$ cat config.mk
export PLATFORM = sky130hd
export DESIGN_NAME = operand_mux_reg
export DESIGN_NICKNAME = d
export VERILOG_FILES = /design/src/rtl/mips_pkg.sv /design/src/rtl/mux_sel_comb.sv /design/src/rtl/operand_mux_reg.sv
export SDC_FILE = /design/constraint.sdc
export NUM_CORES = 1
export LEC_CHECK = 0
export CORE_ASPECT_RATIO = 1.4
export CORE_MARGIN = 2
export CORE_UTILIZATION = 33
export DETAILED_ROUTE_END_ITERATION = 8
export GPL_ROUTABILITY_DRIVEN = 1
export HOLD_SLACK_MARGIN = 0.12
export PLACE_DENSITY = 0.89
export SLEW_MARGIN = 20
export SYNTH_ARGS = -nofsm -noshare
export SYNTH_HDL_FRONTEND = slang
export SYNTH_SLANG_ARGS = --single-unit
$ cat constraint.sdc
create_clock -name clk -period 1.5 [get_ports clk]
set_input_delay 0.3 -clock clk [delete_from_list [all_inputs] [get_ports clk]]
set_output_delay 0.3 -clock clk [all_outputs]
set_load 0.005 [all_outputs]
$ cat src/rtl/mips_pkg.sv
// Shared word type, error-counter width, output-stage state encoding and counter helper
// for the operand select muxes.
package mips_pkg;

  localparam int WORD_W    = 32;
  localparam int ERR_CNT_W = 8;

  typedef logic [WORD_W-1:0] word_t;

  typedef enum logic {
    ST_EMPTY = 1'b0,
    ST_FULL  = 1'b1
  } out_state_e;

  // Increment that sticks at all-ones instead of wrapping.
  function automatic logic [ERR_CNT_W-1:0] err_cnt_sat_inc(input logic [ERR_CNT_W-1:0] cnt);
    logic [ERR_CNT_W-1:0] nxt;
    if (cnt == {ERR_CNT_W{1'b1}}) begin
      nxt = cnt;
    end else begin
      nxt = cnt + ERR_CNT_W'(1);
    end
    return nxt;
  endfunction

endpackage

$ cat src/rtl/mux_sel_comb.sv
// Pure combinational NUM_IN:1 select with range check; an out-of-range select yields
// zero data and err=1, never an X from an out-of-bounds slice.
module mux_sel_comb
  import mips_pkg::*;
#(
  parameter int WIDTH  = WORD_W,
  parameter int NUM_IN = 4
) (
  input  logic [NUM_IN*WIDTH-1:0]   in_data,
  input  logic [$clog2(NUM_IN)-1:0] sel,
  output logic [WIDTH-1:0]          data,
  output logic                      err
);

  // Select the addressed input or flag the index as invalid.
  always_comb begin
    data = '0;
    err  = 1'b0;
    if (int'(sel) < NUM_IN) begin
      data = in_data[int'(sel)*WIDTH +: WIDTH];
      err  = 1'b0;
    end else begin
      data = '0;
      err  = 1'b1;
    end
  end

endmodule

$ cat src/rtl/operand_mux_reg.sv
// NUM_IN:1 operand select with a registered valid/ready output stage and saturating error count.
// Define MUX_SKID_EN to add a one-entry skid register so in_ready comes straight from a flop.
module operand_mux_reg
  import mips_pkg::*;
#(
  parameter int WIDTH  = WORD_W,
  parameter int NUM_IN = 4
) (
  input  logic                      clk,
  input  logic                      rst_n,
  input  logic [NUM_IN*WIDTH-1:0]   in_data,
  input  logic [$clog2(NUM_IN)-1:0] in_sel,
  input  logic                      in_valid,
  output logic                      in_ready,
  output logic [WIDTH-1:0]          out_data,
  output logic [$clog2(NUM_IN)-1:0] out_sel,
  output logic                      out_err,
  output logic                      out_valid,
  input  logic                      out_ready,
  output logic [ERR_CNT_W-1:0]      err_cnt
);

  localparam int SEL_W = $clog2(NUM_IN);

  out_state_e             state_r;
  out_state_e             state_nxt_s;
  logic [WIDTH-1:0]       data_r;
  logic [SEL_W-1:0]       sel_r;
  logic                   err_r;
  logic [ERR_CNT_W-1:0]   err_cnt_r;
  logic [WIDTH-1:0]       mux_data_s;
  logic                   mux_err_s;
  logic                   accept_s;
  logic                   load_in_s;

  mux_sel_comb #(
    .WIDTH  (WIDTH),
    .NUM_IN (NUM_IN)
  ) u_sel (
    .in_data (in_data),
    .sel     (in_sel),
    .data    (mux_data_s),
    .err     (mux_err_s)
  );

`ifdef MUX_SKID_EN
  logic             skid_valid_r;
  logic [WIDTH-1:0] skid_data_r;
  logic [SEL_W-1:0] skid_sel_r;
  logic             skid_err_r;
  logic             load_skid_s;
  logic             skid_fill_s;

  assign in_ready = !skid_valid_r;
`else
  assign in_ready = !out_valid || out_ready;
`endif

  assign accept_s  = in_valid && in_ready;
  assign out_valid = (state_r == ST_FULL);
  assign out_data  = data_r;
  assign out_sel   = sel_r;
  assign out_err   = err_r;
  assign err_cnt   = err_cnt_r;

  // Next state and load controls for the output register (and skid when present).
  always_comb begin
    state_nxt_s = state_r;
    load_in_s   = 1'b0;
`ifdef MUX_SKID_EN
    load_skid_s = 1'b0;
    skid_fill_s = 1'b0;
`endif
    case (state_r)
      ST_EMPTY: begin
        if (accept_s) begin
          state_nxt_s = ST_FULL;
          load_in_s   = 1'b1;
        end else begin
          state_nxt_s = ST_EMPTY;
        end
      end
      ST_FULL: begin
        if (out_ready) begin
`ifdef MUX_SKID_EN
          // A parked beat always goes out before anything new; input is blocked meanwhile.
          if (skid_valid_r) begin
            load_skid_s = 1'b1;
          end else if (accept_s) begin
            load_in_s = 1'b1;
          end else begin
            state_nxt_s = ST_EMPTY;
          end
`else
          if (accept_s) begin
            load_in_s = 1'b1;
          end else begin
            state_nxt_s = ST_EMPTY;
          end
`endif
        end else begin
`ifdef MUX_SKID_EN
          skid_fill_s = accept_s;
`else
          state_nxt_s = ST_FULL;
`endif
        end
      end
      default: begin
        state_nxt_s = ST_EMPTY;
      end
    endcase
  end

  // Output stage state and held result.
  always_ff @(posedge clk or negedge rst_n) begin
    if (!rst_n) begin
      state_r <= ST_EMPTY;
      data_r  <= '0;
      sel_r   <= '0;
      err_r   <= 1'b0;
    end else begin
      state_r <= state_nxt_s;
      if (load_in_s) begin
        data_r <= mux_data_s;
        sel_r  <= in_sel;
        err_r  <= mux_err_s;
      end
`ifdef MUX_SKID_EN
      else if (load_skid_s) begin
        data_r <= skid_data_r;
        sel_r  <= skid_sel_r;
        err_r  <= skid_err_r;
      end
`endif
    end
  end

`ifdef MUX_SKID_EN
  // Skid entry: catches the beat accepted while the output is stalled.
  always_ff @(posedge clk or negedge rst_n) begin
    if (!rst_n) begin
      skid_valid_r <= 1'b0;
      skid_data_r  <= '0;
      skid_sel_r   <= '0;
      skid_err_r   <= 1'b0;
    end else begin
      if (skid_fill_s) begin
        skid_valid_r <= 1'b1;
        skid_data_r  <= mux_data_s;
        skid_sel_r   <= in_sel;
        skid_err_r   <= mux_err_s;
      end else if (load_skid_s) begin
        skid_valid_r <= 1'b0;
      end
    end
  end
`endif

  // Saturating count of accepted out-of-range beats.
  always_ff @(posedge clk or negedge rst_n) begin
    if (!rst_n) begin
      err_cnt_r <= '0;
    end else if (accept_s && mux_err_s) begin
      err_cnt_r <= err_cnt_sat_inc(err_cnt_r);
    end
  end

endmodule

== After elaboration in Yosys (flattened, before gate mapping) ==
Cells that the tools add are included.
W data, S select, Z words.

* Shift operators: 1
* Mux-type cells: 5
* Bitwise logic cells: 1
* Reductions and logical operators: 3

{| class="wikitable"
|+ Operators with widths
! kind !! count
|-
| $shiftx A128 B8 Y32 || 1
|-
| $pmux W1 S2 || 2
|-
| $mux W1 || 3
|-
| $logic_and A1 B1 Y1 || 1
|-
| $logic_not A1 Y1 || 1
|-
| $logic_or A1 B1 Y1 || 1
|-
| $not A1 Y1 || 1
|}

* Register bits: 35
* Output and inout bits: 45

== Logic depth before layout (Yosys ltp) ==
* Depth in word-level cells: 6
* Mapped depth: 4

== By module ==
From an unflattened synthesis, not the netlist that was laid out.

* Cell total of the unflattened synthesis: 230
* Area, all modules: 2621.3 um^2

{| class="wikitable"
|+ Modules (own cells, without submodules)
! module !! instances !! cells an instance !! area each (um^2) !! seq. area each (um^2)
|-
| operand_mux_reg || 1 || 189 || 1795.5 || 1101.1
|-
| mux_sel_comb || 1 || 41 || 825.8 || 0.0
|}

== Worst setup path after synthesis ==
No wires, ideal clock.

* Path kind: input to register
* Start point: input port in_sel[0]
* End point: register data_r[26], in the netlist out_data[26]
* Library setup time: 0.125 ns
* Data arrival time: 1.313 ns
* Data required time: 1.375 ns
* Setup slack: 0.062 ns
* Stages on the path: 4
* Path through: buf_6 > buf_12 > mux4_2 > mux2_2

* Longest elaborated chain between the ends: 1

{| class="wikitable"
|+ RTL lines
! element !! RTL line !! text
|-
| start: declaration || operand_mux_reg.sv:12 || <nowiki>input logic [$clog2(NUM_IN)-1:0] in_sel,</nowiki>
|-
| $shiftx A128 B8 Y32 || mux_sel_comb.sv:20 || <nowiki>data = in_data[int'(sel)*WIDTH +: WIDTH];</nowiki>
|-
| end signal: assignment || operand_mux_reg.sv:125 || <nowiki>data_r <= mux_data_s;</nowiki>
|-
| end: declaration || operand_mux_reg.sv:27 || <nowiki>logic [WIDTH-1:0] data_r;</nowiki>
|}

Every way passes these cells.
A chain may end at the register's enable or synchronous reset.

== Final worst setup path ==
* Start point: register data_r[1], in the netlist out_data[1]
* End point: output port out_data[1]

{| class="wikitable"
|+ RTL lines
! element !! RTL line !! text
|-
| end: declaration || operand_mux_reg.sv:15 || <nowiki>output logic [WIDTH-1:0] out_data,</nowiki>
|}

No word-level cell between the ends.

==> out/metrics.yaml <==
hold_path_class: "in2async"
dieArea_um2: 7260
status: "completed"
drc_errors: 0
dp.cells: 362
p_per_area_nw_per_um2: 765
htreeDepth: 2
cts.clk_slew.worst_paths_ns: 0.07
p_leak_nw: 1.56
grt_use_total_pct: 17.9
ys_seq_elements: 35
drt_iter0_markers: 47
die_w_um: 72.6
max-vdd-ir-drop_mv: 0.348
wl_per_cell_um: 17.2
cts_root_buf: "clkbuf_8"
setup_slack_ns: 0.0576
crit_path_end_kind: "output port"
port_buffers: 169
grt_pass1_vias: 2074
critPathBufInv: 1
antenna_found_initial: 0
syn_area_um2: 2170
nNetsFinal: 430
insertion_delay_ns: 0.28
grt_pass1_wl_um: 10000
ys_seq_area_share_pct: 40.3
routed_wl_um: 6400
hpwl_um: 5280
syn2layout_area_growth_pct: 84.7
die_h_um: 100
cts_buffers: 5
fmax_mhz: 693
rows: 35
cts_tree: "done"
fin_setup_tns_ns: 0
avgSynthCellArea_um2: 17.4
vias_per_cell: 4.97
drive_above_1_share_pct: 27.3
worstPathCellList: "clkdlybuf4s50_1"
synth_cell_types: 11
synth_top_area_share_pct: 40.3
fin_crit_ns: 1.44
yosysWarnings: 0
critical_path_class: "reg2out"
coreArea_um2: 6480
cp.arrival_ns: 1.14
critPathTopFamily: "buffers and inverters"
synth_top_area_cell: "dfrtp_1"
post-route-period-util_pct: 96.2
ant_nets: 0
rrSetupSlack_ns: 0.23
cts_buffer_depth: 2
cts_setup_buffers: 0
path_max_fanout: 2
setup_viol: 0
hold_viol: 0
grt_max_degree: 35
drtPass1Iterations: 4
preCtsSetupSlack_ns: -0.226
clock-sinks: 35
syn-instance-count: 125
insertedDiodeCount: 0
gr-total-overflow: 0
cp.required_ns: 1.20
finClkSkew_ns: 0.00500
rsz0062_at_grt: "false"
gp_congestion: 0.728
finalNonFillerCells: 371
vias: 1844
cp_slowest_stage_delay_ns: 0.52
io_pins: 179
drv_slew: 0
crit_slowest_cell: "clkdlybuf4s50_1"
synthTopCellsByArea: "dfrtp_1 (40%), mux4_2 (33%), mux2_2 (18%)"
start_kind: "register"
max_cap_viol_count: 0
initial_core_util_pct: 33.5
-- cell type report --
class,instances,area (um2)
Tap cell,74,92.6
Clock buffer,7,76.3
Timing Repair Buffer,176,1810
Multi-Input combinational cell,78,1150
Clock inverter,1,5.00
Sequential cell,35,876
Fill cell,520,2470
-- cells by family (layout without fill, tap and decap cells) --
logic type	Yosys count	count (layout)	synth area share, %
mux	66	66	50.8
buf+inv	20	184	7.95
other cells	1	9	0.173
flops	35	35	40.3
simple gates	3	3	0.749
-- power breakdown --
| part | switching, mW | internal [mW] |
|---|---|---|
| Combinational | 0.318 | 0.906 |
| Clock | 0.311 | 0.325 |
| Sequential | 0.0859 | 1.12 |
-- per-stage QoR --
step	total power [mW]	util (%)	instance area (um2)	hold slack, ns
after floorplan	1.66	-	2200	0.00441
after global placement	2.43	60.5	3920	0.237
after detailed placement	2.47	60.5	3920	0.261
after CTS	3.13	61.9	4010	0.490
after global routing	3.25	61.9	4010	0.519
final	3.07	61.9	4010	0.490
-- sequential cells by signal, summed over array words and instances (netlist names) --
| name | cells |
|---|---|
| out_data | 32 |
| out_sel | 2 |
| out_valid | 1 |
-- metal layers --
| metal | wire [um] | global-route usage, % | up-vias |
|---|---|---|---|
| met2 | 3650 | 34.5 | 112 |
| met3 | 627 | 6.02 | 11 |
| met5 | 0 | 0 | - |
| li1 | - | - | 823 |
| met4 | 89 | 5.13 | 0 |
| met1 | 2030 | 17.6 | 898 |
-- worst reg2reg max path: cells and delay by family (launching register included) --
kind	cells	cell delay, ns
muxes	1	0.38
buffers and inverters	1	0.22
and+or+nand+nor	2	0.21
DFF	1	0.35
-- cells in the mapped netlist --
library cell,number
clkbuf_1,1
mux2_2,34
dfrtp_1,35
buf_6,1
nand2_1,1
mux4_2,32
buf_2,6
conb_1,1
buf_12,3
buf_4,9
nand2b_1,2
-- repair_timing --
action / 4_1_cts / 5_1_grt
hold buffers: 1 / 0
resized for setup: 1 / 1
endpoints found under the hold margin: 15 / 0
setup endpoints to repair: 1 / 1
-- worst paths after layout --
| kind | cells past startpoint | end | startpoint |
|---|---|---|---|
| worst max-delay path | 1 | out_data[1] | out_data[1] |
| worst min-delay path | 2 | out_data[3] | rst_n |
| worst max register to register | 4 | out_data[8] | out_valid |
| worst min register to register | 1 | out_data[26] | out_data[26] |
| max in group asynchronous | 3 | out_data[13] | rst_n |
| min in group clk | 1 | out_data[26] | out_data[26] |
-- cells in the final DEF, fill, tap and decap left out --
master	synthesis	layout
buf_12	3	6
clkbuf_1	1	2
dlymetal6s2s_1	0	1
buf_2	6	2
clkbuf_8	0	5
nand2b_1	2	2
dfrtp_1	35	35
dlygate4sd2_1	0	1
clkinv_2	0	1
dlygate4sd3_1	0	1
conb_1	1	9
mux4_2	32	32
nand2_1	1	1
clkbuf_2	0	1
mux2_2	34	34
clkdlybuf4s50_1	0	164
No activity file was read; power rests on OpenSTA's default activity.
